<file path="src/rtl/button_conditioner.sv">
`default_nettype none
// ============================================================================
//  Module      : button_conditioner
//  Description : Synchronises and debounces N push-buttons, produces one-hot
//                single-cycle press pulses (lowest index wins on collision)
//                gated by enable, and keeps a saturating count of forwarded
//                presses.
//  Revision    : 1.0 - initial release
// ============================================================================
module button_conditioner #(
    parameter int N_BOTOES        = 8,
    parameter int DEBOUNCE_CYCLES = 50000
) (
    input  logic                clk,
    input  logic                rst,
    input  logic [N_BOTOES-1:0] botoes_raw,
    input  logic                enable,
    input  logic                clear_jogadas,
    output logic [N_BOTOES-1:0] botoes_pulso,
    output logic [N_BOTOES-1:0] botoes_estavel,
    output logic [7:0]          jogadas
);

    localparam int                 C_CNT_W = (DEBOUNCE_CYCLES > 1) ? $clog2(DEBOUNCE_CYCLES) : 1;
    localparam logic [C_CNT_W-1:0] C_LAST  = C_CNT_W'(DEBOUNCE_CYCLES - 1);
    localparam logic [C_CNT_W-1:0] C_ONE   = C_CNT_W'(1);

    typedef enum logic [1:0] {
        SOLTO       = 2'd0,
        CONF_PRESS  = 2'd1,
        PRESSIONADO = 2'd2,
        CONF_SOLTA  = 2'd3
    } state_t;

    logic [N_BOTOES-1:0] r_sync1;
    logic [N_BOTOES-1:0] r_sync2;
    logic [N_BOTOES-1:0] w_cand;
    logic [N_BOTOES-1:0] w_sel;
    logic [N_BOTOES-1:0] r_pulso;
    logic [7:0]          r_jogadas;

    // Two-flop synchroniser bringing the raw button levels into the clk domain.
    always_ff @(posedge clk or posedge rst) begin
        if (rst) begin
            r_sync1 <= '0;
            r_sync2 <= '0;
        end else begin
            r_sync1 <= botoes_raw;
            r_sync2 <= r_sync1;
        end
    end

    for (genvar i = 0; i < N_BOTOES; i++) begin : g_btn
        state_t               r_state;
        state_t               w_state_nxt;
        logic [C_CNT_W-1:0]   r_cnt;
        logic [C_CNT_W-1:0]   w_cnt_nxt;
        logic                 w_done;

        // Per-button debounce state and stability counter.
        always_ff @(posedge clk or posedge rst) begin
            if (rst) begin
                r_state <= SOLTO;
                r_cnt   <= '0;
            end else begin
                r_state <= w_state_nxt;
                r_cnt   <= w_cnt_nxt;
            end
        end

        // Debounce transitions; any reversal during a confirm state aborts it,
        // so the next attempt starts counting from zero again.
        always_comb begin
            w_state_nxt = r_state;
            w_cnt_nxt   = r_cnt;
            w_done      = 1'b0;
            case (r_state)
                SOLTO: begin
                    if (r_sync2[i]) begin
                        w_state_nxt = CONF_PRESS;
                        w_cnt_nxt   = '0;
                    end
                end
                CONF_PRESS: begin
                    if (!r_sync2[i]) begin
                        w_state_nxt = SOLTO;
                        w_cnt_nxt   = '0;
                    end else if (r_cnt == C_LAST) begin
                        w_state_nxt = PRESSIONADO;
                        w_cnt_nxt   = '0;
                        w_done      = 1'b1;
                    end else begin
                        w_cnt_nxt   = r_cnt + C_ONE;
                    end
                end
                PRESSIONADO: begin
                    if (!r_sync2[i]) begin
                        w_state_nxt = CONF_SOLTA;
                        w_cnt_nxt   = '0;
                    end
                end
                CONF_SOLTA: begin
                    if (r_sync2[i]) begin
                        w_state_nxt = PRESSIONADO;
                        w_cnt_nxt   = '0;
                    end else if (r_cnt == C_LAST) begin
                        w_state_nxt = SOLTO;
                        w_cnt_nxt   = '0;
                    end else begin
                        w_cnt_nxt   = r_cnt + C_ONE;
                    end
                end
                default: begin
                    w_state_nxt = SOLTO;
                    w_cnt_nxt   = '0;
                end
            endcase
        end

        assign w_cand[i]         = w_done;
        assign botoes_estavel[i] = (r_state == PRESSIONADO) || (r_state == CONF_SOLTA);
    end

    // Isolate the lowest set candidate bit; simultaneous others are dropped.
    assign w_sel = w_cand & (~w_cand + N_BOTOES'(1));

    // Registered pulse output and saturating press counter (clear has priority).
    always_ff @(posedge clk or posedge rst) begin
        if (rst) begin
            r_pulso   <= '0;
            r_jogadas <= '0;
        end else begin
            r_pulso <= enable ? w_sel : '0;
            if (clear_jogadas) begin
                r_jogadas <= '0;
            end else if (enable && (|w_sel) && (r_jogadas != 8'hFF)) begin
                r_jogadas <= r_jogadas + 8'd1;
            end
        end
    end

    assign botoes_pulso = r_pulso;
    assign jogadas      = r_jogadas;

endmodule
`default_nettype wire

</file>
<file path="config.mk">
export PLATFORM = sky130hd
export DESIGN_NAME = button_conditioner
export DESIGN_NICKNAME = d
export VERILOG_FILES = /design/src/rtl/button_conditioner.sv
export SDC_FILE = /design/constraint.sdc
export NUM_CORES = 1
export LEC_CHECK = 0
export CAP_MARGIN = 10
export CORE_MARGIN = 8
export CORE_UTILIZATION = 60
export DETAILED_ROUTE_END_ITERATION = 8
export PLACE_DENSITY = 0.82
export SETUP_SLACK_MARGIN = 0.02
export SYNTH_ARGS = -nofsm -noshare
export SYNTH_HDL_FRONTEND = slang
export SYNTH_SLANG_ARGS = --single-unit
</file>
<file path="constraint.sdc">
create_clock -name clk -period 7.35 [get_ports clk]
set_input_delay 1.8375 -clock clk [delete_from_list [all_inputs] [get_ports clk]]
set_output_delay 1.8375 -clock clk [all_outputs]
set_load 0.03 [all_outputs]
</file>
==> results of run 1 <==
==> cell type report <==
class / count / area (sq um)
clock buffers: 22 / 454
fillers: 1124 / 4580
multi-input cells: 727 / 4260
flip-flops and latches: 176 / 4400
clock inverters: 7 / 113
well taps: 184 / 230
inverters: 18 / 72.6
repair buffers: 37 / 365
==> state kept, by name, indices dropped and copies added (netlist names), named ones only <==
| signal | flops |
|---|---|
| jogadas | 8 |
| g_btn.r_cnt | 128 |
| r_sync1 | 8 |
| g_btn.r_state | 8 |
| botoes_pulso | 8 |
| r_sync2 | 8 |
==> stage by stage <==
step	power [uW]	hold WS (ns)	setup slack (ns)	util (%)	cell area [sq um]
floorplan	1340	0.331	0.739	-	8870
global placement	1410	0.335	3.74	64.5	9330
detailed placement	1420	0.335	3.71	64.5	9330
CTS	2310	0.348	3.79	68.4	9900
global route	2410	0.363	3.74	68.4	9900
finish	2300	0.348	3.81	68.4	9900
==> synth_stat cells (all sizes together), types with 3 or more instances <==
| library cell | number |
|---|---|
| o41ai | 16 |
| xor2 | 27 |
| or4 | 11 |
| clkbuf | 33 |
| mux2 | 9 |
| nor2b | 13 |
| nand2b | 19 |
| ha | 9 |
| and3 | 33 |
| a22o | 3 |
| nand3 | 58 |
| a31oi | 14 |
| or4b | 7 |
| nand4b | 4 |
| nor4 | 9 |
| dfrtp | 176 |
| nand4 | 14 |
| nor4bb | 5 |
| or2 | 3 |
| o21ai | 159 |
| a21oi | 19 |
| nor3 | 16 |
| nand4bb | 4 |
| nand2 | 108 |
| o31ai | 27 |
| and4 | 5 |
| or3 | 9 |
| nor3b | 3 |
| buf | 3 |
| xnor2 | 14 |
| nor2 | 77 |
| and4b | 6 |
| inv | 18 |
| and2 | 10 |
==> path summary, 6_finish.rpt <==
kind	start	endpoint	slack (ns)	cells after the start
setup / recovery	jogadas[0]$_DFFE_PP0P_	jogadas[0]	3.81	1
hold / removal	r_sync1[4]$_DFF_PP0_	r_sync2[4]$_DFF_PP0_	0.35	0
setup reg to reg	g_btn[3].r_cnt[4]$_DFFE_PP0P_	g_btn[3].r_cnt[3]$_DFFE_PP0P_	4.54	6
hold reg to reg	r_sync1[4]$_DFF_PP0_	r_sync2[4]$_DFF_PP0_	0.35	0
max in group asynchronous	rst	g_btn[7].r_cnt[2]$_DFFE_PP0P_	4.25	3
min in group asynchronous	rst	g_btn[4].r_cnt[15]$_DFFE_PP0P_	1.96	2
==> cell families after synthesis <==
group           count (synthesis)
simple gates                  420
xor+xnor                       41
fa+ha+maj                       9
flops                         176
compound gates                247
buf+inv                        54
mux                            10
==> power by group through the flow <==
stage                     logic (uW)  registers [uW]  clock network (uW)
final                            311            1100                 887
after global routing             358            1100                 948
after CTS                        314            1090                 903
after detailed placement         312            1110                   0
after global placement           300            1110                   0
after floorplan                  247            1090                   0
==> metal layers <==
layer	vias up	share of wire (%)	global-route usage, %	wire, um
met1	3553	46	28.4	8620
met5	-	0	0	0
li1	3523	-	-	-
met2	157	48	31.9	8940
met4	0	0.92	5.85	172
met3	16	4.8	4.63	899
==> flow_metrics.env, run 1 <==
export IMPL_slowest_delay_ns=0.79
export IMPL_die_area_sq_um=18900
export IMPL_finalHoldViolations=0
export IMPL_power_density_nw_per_um2=232
export IMPL_yosys_warnings=0
export IMPL_synth_top_family_by_area="simple AND/OR/NAND/NOR gates"
export IMPL_num_vias=7249
export IMPL_pwr_share_seq_pct=47.8
export IMPL_cts_buffers=17
export IMPL_cp_slowest_cell="clkdlybuf4s50_1"
export IMPL_cp_max_fo=6
export IMPL_place_gp_congestion=0.865
export IMPL_synth_cell_types=52
export IMPL_syn_area_sq_um=8870
export IMPL_grt_use_total_pct=20.6
export IMPL_antenna_found_initial=0
export IMPL_grt_setup_unrepaired="false"
export IMPL_routed_wl_um=18600
export IMPL_finalCritPeriodShare_pct=48.1
export IMPL_switching_share_pct=27.8
export IMPL_worst_path_buf_inv=1
export IMPL_synth_edff_count=0
export IMPL_synthTopCellsByArea="dfrtp_1, o21ai_0, nand2_1"
export IMPL_synthArstFlopShare_pct=100
export IMPL_clkLatencyLatePin_ns=0.43
export IMPL_final_cell_mix="dfrtp_1, o21ai_0, nand2_1"
export IMPL_finClkSkew_ns=0.0117
export IMPL_path_delay_family="buffers and inverters"
export IMPL_ant_nets=0
export IMPL_first_pass_iters=5
export IMPL_maxSlewHeadroom_pct=23.9
export IMPL_cts_tree="done"
export IMPL_fp_dieH_um=138
export IMPL_io_pins=36
export IMPL_p_sw_uw=638
export IMPL_core_area_sq_um=14500
export IMPL_synth_nets=978
export IMPL_drtIter0Drc=569
export IMPL_cp_data_arrival_time_ns=1.70
export IMPL_irDropWorstVdd_uv=181
export IMPL_finalMaxSlewViolations=0
export IMPL_end_kind="output pin"
export IMPL_intPower_uw=1660
export IMPL_grt_pass1_vias=6565
export IMPL_postSynthCellCount=957
export IMPL_n_antenna_cell=0
export IMPL_drive_gt1_share_pct=4.56
export IMPL_drc=0
export IMPL_fin_cells=1171
export IMPL_wl_per_cell_um=15.9
export IMPL_row_count=44
export IMPL_clock_path_buffers=2
export IMPL_post_cts_setup_buffer_count=0
export IMPL_cts_sinks=176
export IMPL_die_x_um=138
export IMPL_yosysTopAreaCell="dfrtp_1"
export IMPL_grt_pass1_wl_um=31700
export IMPL_layout_commonest_cell="dfrtp_1"
export IMPL_hold_path_class="flip-flop to flip-flop"
export IMPL_netlist_area_leader_share_pct=49.6
export IMPL_vias_per_cell=6.19
export IMPL_synth_xor_xnor_area_share_pct=4.05
export IMPL_avgSynthCellArea_sq_um=9.27
export IMPL_setup_viol=0
export IMPL_cts_hold_buf=0
export IMPL_overflow=0
export IMPL_ys_seq_elements=176
export IMPL_power_frac_comb_pct=13.6
export IMPL_nets=998
export IMPL_setup_tns_ns=0
export IMPL_synth_compound_area_share_pct=16.4
export IMPL_crit_chain="clkdlybuf4s50_1"
export IMPL_crit_path_start_kind="flip-flop"
export IMPL_yosys_area_share_simple_pct=25.1
export IMPL_areaGrowthSynthToFinish_pct=11.5
export IMPL_status="finished clean"
export IMPL_maxCapViolations=0
export IMPL_synth_adder_area_share_pct=1.27
export IMPL_crit_type="flip-flop to output pin"
export IMPL_dp_hpwl_um=12400
export IMPL_clkSlewWorstSetupHoldPaths_ns=0.06
export IMPL_start_util_pct=61.3
export IMPL_fin_crit_ns=3.54
export IMPL_root_buffer="clkbuf_16"
export IMPL_port_buffers=35
export IMPL_seq_area_frac_synth_pct=49.6
export IMPL_clkPwrFrac_pct=38.7
export IMPL_worstPathRequired_ns=5.51
export IMPL_grt_max_degree=93
export IMPL_synthMuxAreaShare_pct=1.25
export IMPL_synthFlopType="dfrtp_1"
export IMPL_total_leakage_power_uw=0.00415
export IMPL_cts_resized=0
export IMPL_dp_cells=1142
export IMPL_fmax_mhz=283
export IMPL_htree_num_levels=4
export IMPL_worst_slew_pin_slew_ns=1.13
(Power assumes the default switching activity.)
==> run 2, diff against run 1 <==
- clock period: 7.35 -> 3.69 ns (I/O delays scaled with it)
==> run 2 against run 1 <==
Against the previous run: first-iteration DRC count decreased by 3.2%; worst setup slack got worse by 2.9 ns; register-to-register slack got worse by 3.7 ns; clock-buffer cell count decreased by 4; wire length increased by 2.5%; critical endpoint is now jogadas[6]$_DFFE_PP0P_.
==> flow_metrics.env, run 2 (synthesis gave the netlist of run 1 again) <==
export IMPL_holdPathStages=0
export IMPL_irDropWorstVdd_uv=352
export IMPL_maxSlewHeadroom_pct=30.1
export IMPL_clkLatencyLatePin_ns=0.43
export IMPL_crit_path_start_kind="flip-flop"
export IMPL_grt_pass1_vias=6673
export IMPL_fp_dieH_um=138
export IMPL_status="finished clean"
export IMPL_rrSetupSlack_ns=0.87
export IMPL_first_pass_iters=5
export IMPL_dp_cells=1148
export IMPL_worst_path_buf_inv=1
export IMPL_path_depth=7
export IMPL_start_util_pct=61.3
export IMPL_layout_commonest_cell="dfrtp_1"
export IMPL_power_density_nw_per_um2=470
export IMPL_areaGrowthSynthToFinish_pct=13.2
export IMPL_cts_hold_buf=0
export IMPL_drtIter0Drc=551
export IMPL_cp_max_fo=13
export IMPL_design_area_sq_um=10000
export IMPL_clock_path_buffers=2
export IMPL_cts_tree="done"
export IMPL_clkPwrFrac_pct=40.2
export IMPL_fmax_mhz=354
export IMPL_hold_path_class="flip-flop to flip-flop"
export IMPL_port_buffers=35
export IMPL_post_cts_setup_buffer_count=0
export IMPL_slowest_delay_ns=0.58
export IMPL_finalMaxSlewViolations=0
export IMPL_place_gp_congestion=0.853
export IMPL_grt_setup_unrepaired="false"
export IMPL_reg2reg_to="jogadas[6]$_DFFE_PP0P_"
export IMPL_total_leakage_power_uw=0.00422
export IMPL_critPathLaunch="g_btn[4].r_cnt[11]$_DFFE_PP0P_"
export IMPL_crit_chain="or4b_1, or4_4, o32ai_2, o41ai_2, clkbuf_4, or3_1, a21oi_1"
export IMPL_rr_startpoint="g_btn[4].r_cnt[11]$_DFFE_PP0P_"
export IMPL_p_sw_uw=1320
export IMPL_grt_pass1_wl_um=32200
export IMPL_overflow=0
export IMPL_final_cell_mix="dfrtp_1, o21ai_0, nand2_1"
export IMPL_num_vias=7303
export IMPL_io_pins=36
export IMPL_wl_per_cell_um=16.2
export IMPL_cp_data_arrival_time_ns=3.16
export IMPL_die_area_sq_um=18900
export IMPL_worst_slew_pin_slew_ns=1.04
export IMPL_clkSlewWorstSetupHoldPaths_ns=0.07
export IMPL_worstPathRequired_ns=4.03
export IMPL_n_antenna_cell=0
export IMPL_intPower_uw=3400
export IMPL_power_frac_comb_pct=13.6
export IMPL_die_x_um=138
export IMPL_total_power_uw=4720
export IMPL_root_buffer="clkbuf_16"
export IMPL_row_count=44
export IMPL_pwr_share_seq_pct=46.2
export IMPL_cts_sinks=176
export IMPL_register_area_sq_um=4400
export IMPL_path_delay_family="simple AND/OR/NAND/NOR gates"
export IMPL_placed_area_sq_um=9410
export IMPL_multiInputGateArea_sq_um=4260
export IMPL_drive_gt1_share_pct=5.92
export IMPL_antenna_found_initial=0
export IMPL_fin_cells=1181
export IMPL_finalHoldViolations=0
export IMPL_largest_reg_flops=128
export IMPL_fin_crit_ns=2.82
export IMPL_grt_max_degree=46
export IMPL_crit_type="flip-flop to flip-flop"
export IMPL_grt_use_total_pct=21.1
export IMPL_setup_viol=0
export IMPL_maxCapViolations=0
export IMPL_routed_wl_um=19100
export IMPL_ant_nets=0
export IMPL_dp_slack_ns=0.933
export IMPL_reg2reg_depth=7
export IMPL_cp_slowest_cell="or4b_1"
export IMPL_drc=0
export IMPL_finalCritPeriodShare_pct=76.5
export IMPL_finClkSkew_ns=0.00820
export IMPL_cts_resized=0
export IMPL_cts_buffers=17
export IMPL_top_register="g_btn.r_cnt"
export IMPL_switching_share_pct=28.0
export IMPL_end_kind="flip-flop"
export IMPL_vias_per_cell=6.18
export IMPL_cp_endpoint="jogadas[6]$_DFFE_PP0P_"
export IMPL_fin_ws_ns=0.868
export IMPL_fillCellCount=1102
export IMPL_setup_tns_ns=0
export IMPL_nets=1005
export IMPL_dp_hpwl_um=12900
export IMPL_core_area_sq_um=14500
export IMPL_htree_num_levels=4
[run 2: worst min-delay path by stage]
stage / from / end
2_1_floorplan: r_sync1[0]$_DFF_PP0_ / r_sync2[0]$_DFF_PP0_
3_3_place_gp: r_sync1[0]$_DFF_PP0_ / r_sync2[0]$_DFF_PP0_
3_5_place_dp: r_sync1[2]$_DFF_PP0_ / r_sync2[2]$_DFF_PP0_
4_1_cts: r_sync1[2]$_DFF_PP0_ / r_sync2[2]$_DFF_PP0_
5_1_grt: r_sync1[7]$_DFF_PP0_ / r_sync2[7]$_DFF_PP0_
6_report: r_sync1[2]$_DFF_PP0_ / r_sync2[2]$_DFF_PP0_
[run 2: worst reg2reg max path: cells and delay by family (launching register included)]
family	cells	cell delay (ns)
DFF	1	0.43
and+or+nand+nor	3	1.53
buffers and inverters	1	0.22
AOI/OAI and AO/OA	3	0.55
[run 2: routing by layer]
layer / global-route usage (%) / vias up / wire length (um)
li1: - / 3531 / -
met1: 28.8 / 3569 / 8840
met2: 32.7 / 174 / 9100
met3: 4.45 / 29 / 837
met4: 7.42 / 0 / 323
met5: 0 / - / 0
[run 2: cell type report]
type	instances	share of cell area (%)
Clock buffer	18	4.37
Clock inverter	14	1.87
Inverter	18	0.710
Multi-Input combinational cell	727	42.4
Sequential cell	176	43.8
Tap cell	184	2.29
Timing Repair Buffer	44	4.53
[run 2: power by group through the flow]
stage	combinational [uW]	clock [uW]	sequential, uW
finish	642	1900	2180
global route	733	2010	2200
CTS	642	1920	2180
detailed placement	632	0	2210
global placement	610	0	2210
floorplan	491	0	2180
[run 2: per-stage QoR]
stage          hold WS, ns  utilization [%]
6_report             0.348             69.4
4_1_cts              0.349             69.3
5_1_grt              0.356             69.4
3_3_place_gp         0.332             65.0
3_5_place_dp         0.335             65.0
2_1_floorplan        0.331                -
==> edit (settings of run 2) <==
Change the parameter `DEBOUNCE_CYCLES` from 50000 to 25000.
--- a/src/rtl/button_conditioner.sv
+++ b/src/rtl/button_conditioner.sv
@@ -9,7 +9,7 @@
 // ============================================================================
 module button_conditioner #(
     parameter int N_BOTOES        = 8,
-    parameter int DEBOUNCE_CYCLES = 50000
+    parameter int DEBOUNCE_CYCLES = 25000
 ) (
     input  logic                clk,
     input  logic                rst,
Function: no difference found for any inputs over 4 cycles, from zero or initial values and one cycle with rst high; that may be too few to reach the edited logic, so the function may still have changed.
==> edit against run 2 <==
Hold slack about the same; maximum frequency increased by 0.19%; setup slack improved by 5.3 ps; power decreased by 3.8%; global-route usage decreased by 0.17 points; area after synthesis decreased by 4.7%; final area decreased by 5.5%; wire length decreased by 5.4%; sequential cell count decreased by 8; clock power decreased by 8%.
==> edit: results (changes against run 2) <==
* Root buf cell: clkbuf_16
* Worst skew pair latency at 430 ps (about the same)
* H-Tree Depth at 4 (unchanged)
* Sequential group power at 2.13 mW (-2%)
* Pre-Repair DR Iteration Count at 5 (unchanged)
* Netlist cell types at 50 (-3.8%)
* Pwr Density at 478 nW/um2 (+1.8%)
* Slowest cell on the critical path: nand3_1
* WP data arrival at 3080 ps (-80 ps)
* Largest Register: g_btn.r_cnt
* Yosys warns at 0 (unchanged)
* Clock Tree Buf Depth at 2 (unchanged)
* Outcome: finished clean
* Postcts setup bufs at 0 (unchanged)
* Syn Inst Count at 930 (-2.8%)
* Clock skew at 7.61 ps (-0.593 ps)
* All-layer global routing usage at 20.9% (-0.17 points)
* DR vias at 6946 (-4.9%)
* Logic power comb at 662 uW (+3.1%)
* Antenna diode count at 0 (unchanged)
* Cells after DPL at 1107 (-3.6%)
* Largest net degree at the start of global routing at 71 (+54%)
* Drt total wl at 18.1 mm (-5.4%)
* Post-synth top cells: 168 x dfrtp_1, 150 x o21ai_0, 94 x nand2_1
* Layout cell share with drive strength beyond 1 at 5.21% (-0.70 points)
* Placed inst area at 8920 um2 (-5.2%)
* Vias per cell at 6.10 (-1.4%)
* PostCTS Resize Cnt at 0 (unchanged)
* Fin nets at 967 (-3.8%)
* Top post-synthesis cells by area: dfrtp_1 50%, o21ai_0 8.9%, nand2_1 4.2%
* Slowest stage delay, CP at 650 ps (+70 ps)
* Worst-margin pin slew at 989 ps (-55.6 ps)
* Hold buffers post-CTS at 0 (unchanged)
* VDD IR max at 0.000445 V (+26%)
* CP max FO at 23 (+10)
* First-pass GRT wire length at 31.1 mm (-3.5%)
* DR iter-0 viols at 555 (+0.73%)
* Placement-stage worst setup slack at 904 ps (-28.4 ps)
* Port Buf Inserts at 35 (unchanged)
* Sequential element share of the synthesized area at 49.7% (+0.070 points)
* GPL Wtd Cong at 0.825 (-3.3%)
* Fraction of registers with async set/reset at 100% (unchanged)
* Synth Net Count at 951 (-2.8%)
* Max reg flops at 120 (-6.3%)
* Pleak at 3.97 nW (-5.9%)
* Hpwl dp at 11.9 mm (-7.7%)
* Initial antenna violation count at 0 (unchanged)
* Min-delay worst type: flop to flop
* Switching Power at 1.36 mW (+3.0%)
* Vias in the first global route at 6546 (-1.9%)
* Top delay family on crit path: simple AND/OR/NAND/NOR gates
## edit: cell count changes in the layout (fill, tap and decap cells not counted), moves of 8 or more
| cell | change |
|---|---|
| nand2_1 | -14 |
| nor3_1 | -9 |
| dfrtp_1 | -8 |
| o21ai_1 | -15 |
| nor2_1 | +11 |
| o21ai_0 | +15 |
## edit: final timing paths
| kind | start | to | slack [ps] | cells after the start |
|---|---|---|---|---|
| max | g_btn[4].r_cnt[11] | g_btn[4].r_cnt[5] | 870 | 6 |
| min | r_sync1[5] | r_sync2[5] | 350 | 0 |
| max reg2reg | g_btn[4].r_cnt[11] | g_btn[4].r_cnt[5] | 870 | 6 |
| min reg2reg | r_sync1[5] | r_sync2[5] | 350 | 0 |
| max in group asynchronous | rst | g_btn[2].r_cnt[12] | 1960 | 3 |
| min in group asynchronous | rst | g_btn[6].r_cnt[12] | 950 | 2 |
## edit: final cells by class
cell class,count,area [um2]
flip-flops and latches,168,4200
inverters,20,78.8
fillers,1073,4330
repair buffers,38,398
clock buffers,17,425
clock inverters,15,151
multi-input cells,701,4020
well taps,180,225
## edit: metal layers
| layer | track usage [%] | routed length, um | part of all wire [%] | vias to the layer above |
|---|---|---|---|---|
| met5 | 0 | 0 | 0 | - |
| met4 | 7.17 | 299 | 1.7 | 0 |
| met3 | 4.46 | 777 | 4.3 | 25 |
| met2 | 33.3 | 8720 | 48 | 152 |
| met1 | 27.7 | 8280 | 46 | 3364 |
| li1 | - | - | - | 3405 |
## edit: cells by family after synthesis
family          Yosys count  synth area share [%]
buf+inv                  61                  2.82
mux                       6                 0.784
flops                   168                  49.7
xor+xnor                 32                  3.31
fa+ha+maj                 9                  1.33
compound gates          243                  16.6
simple gates            411                  25.5
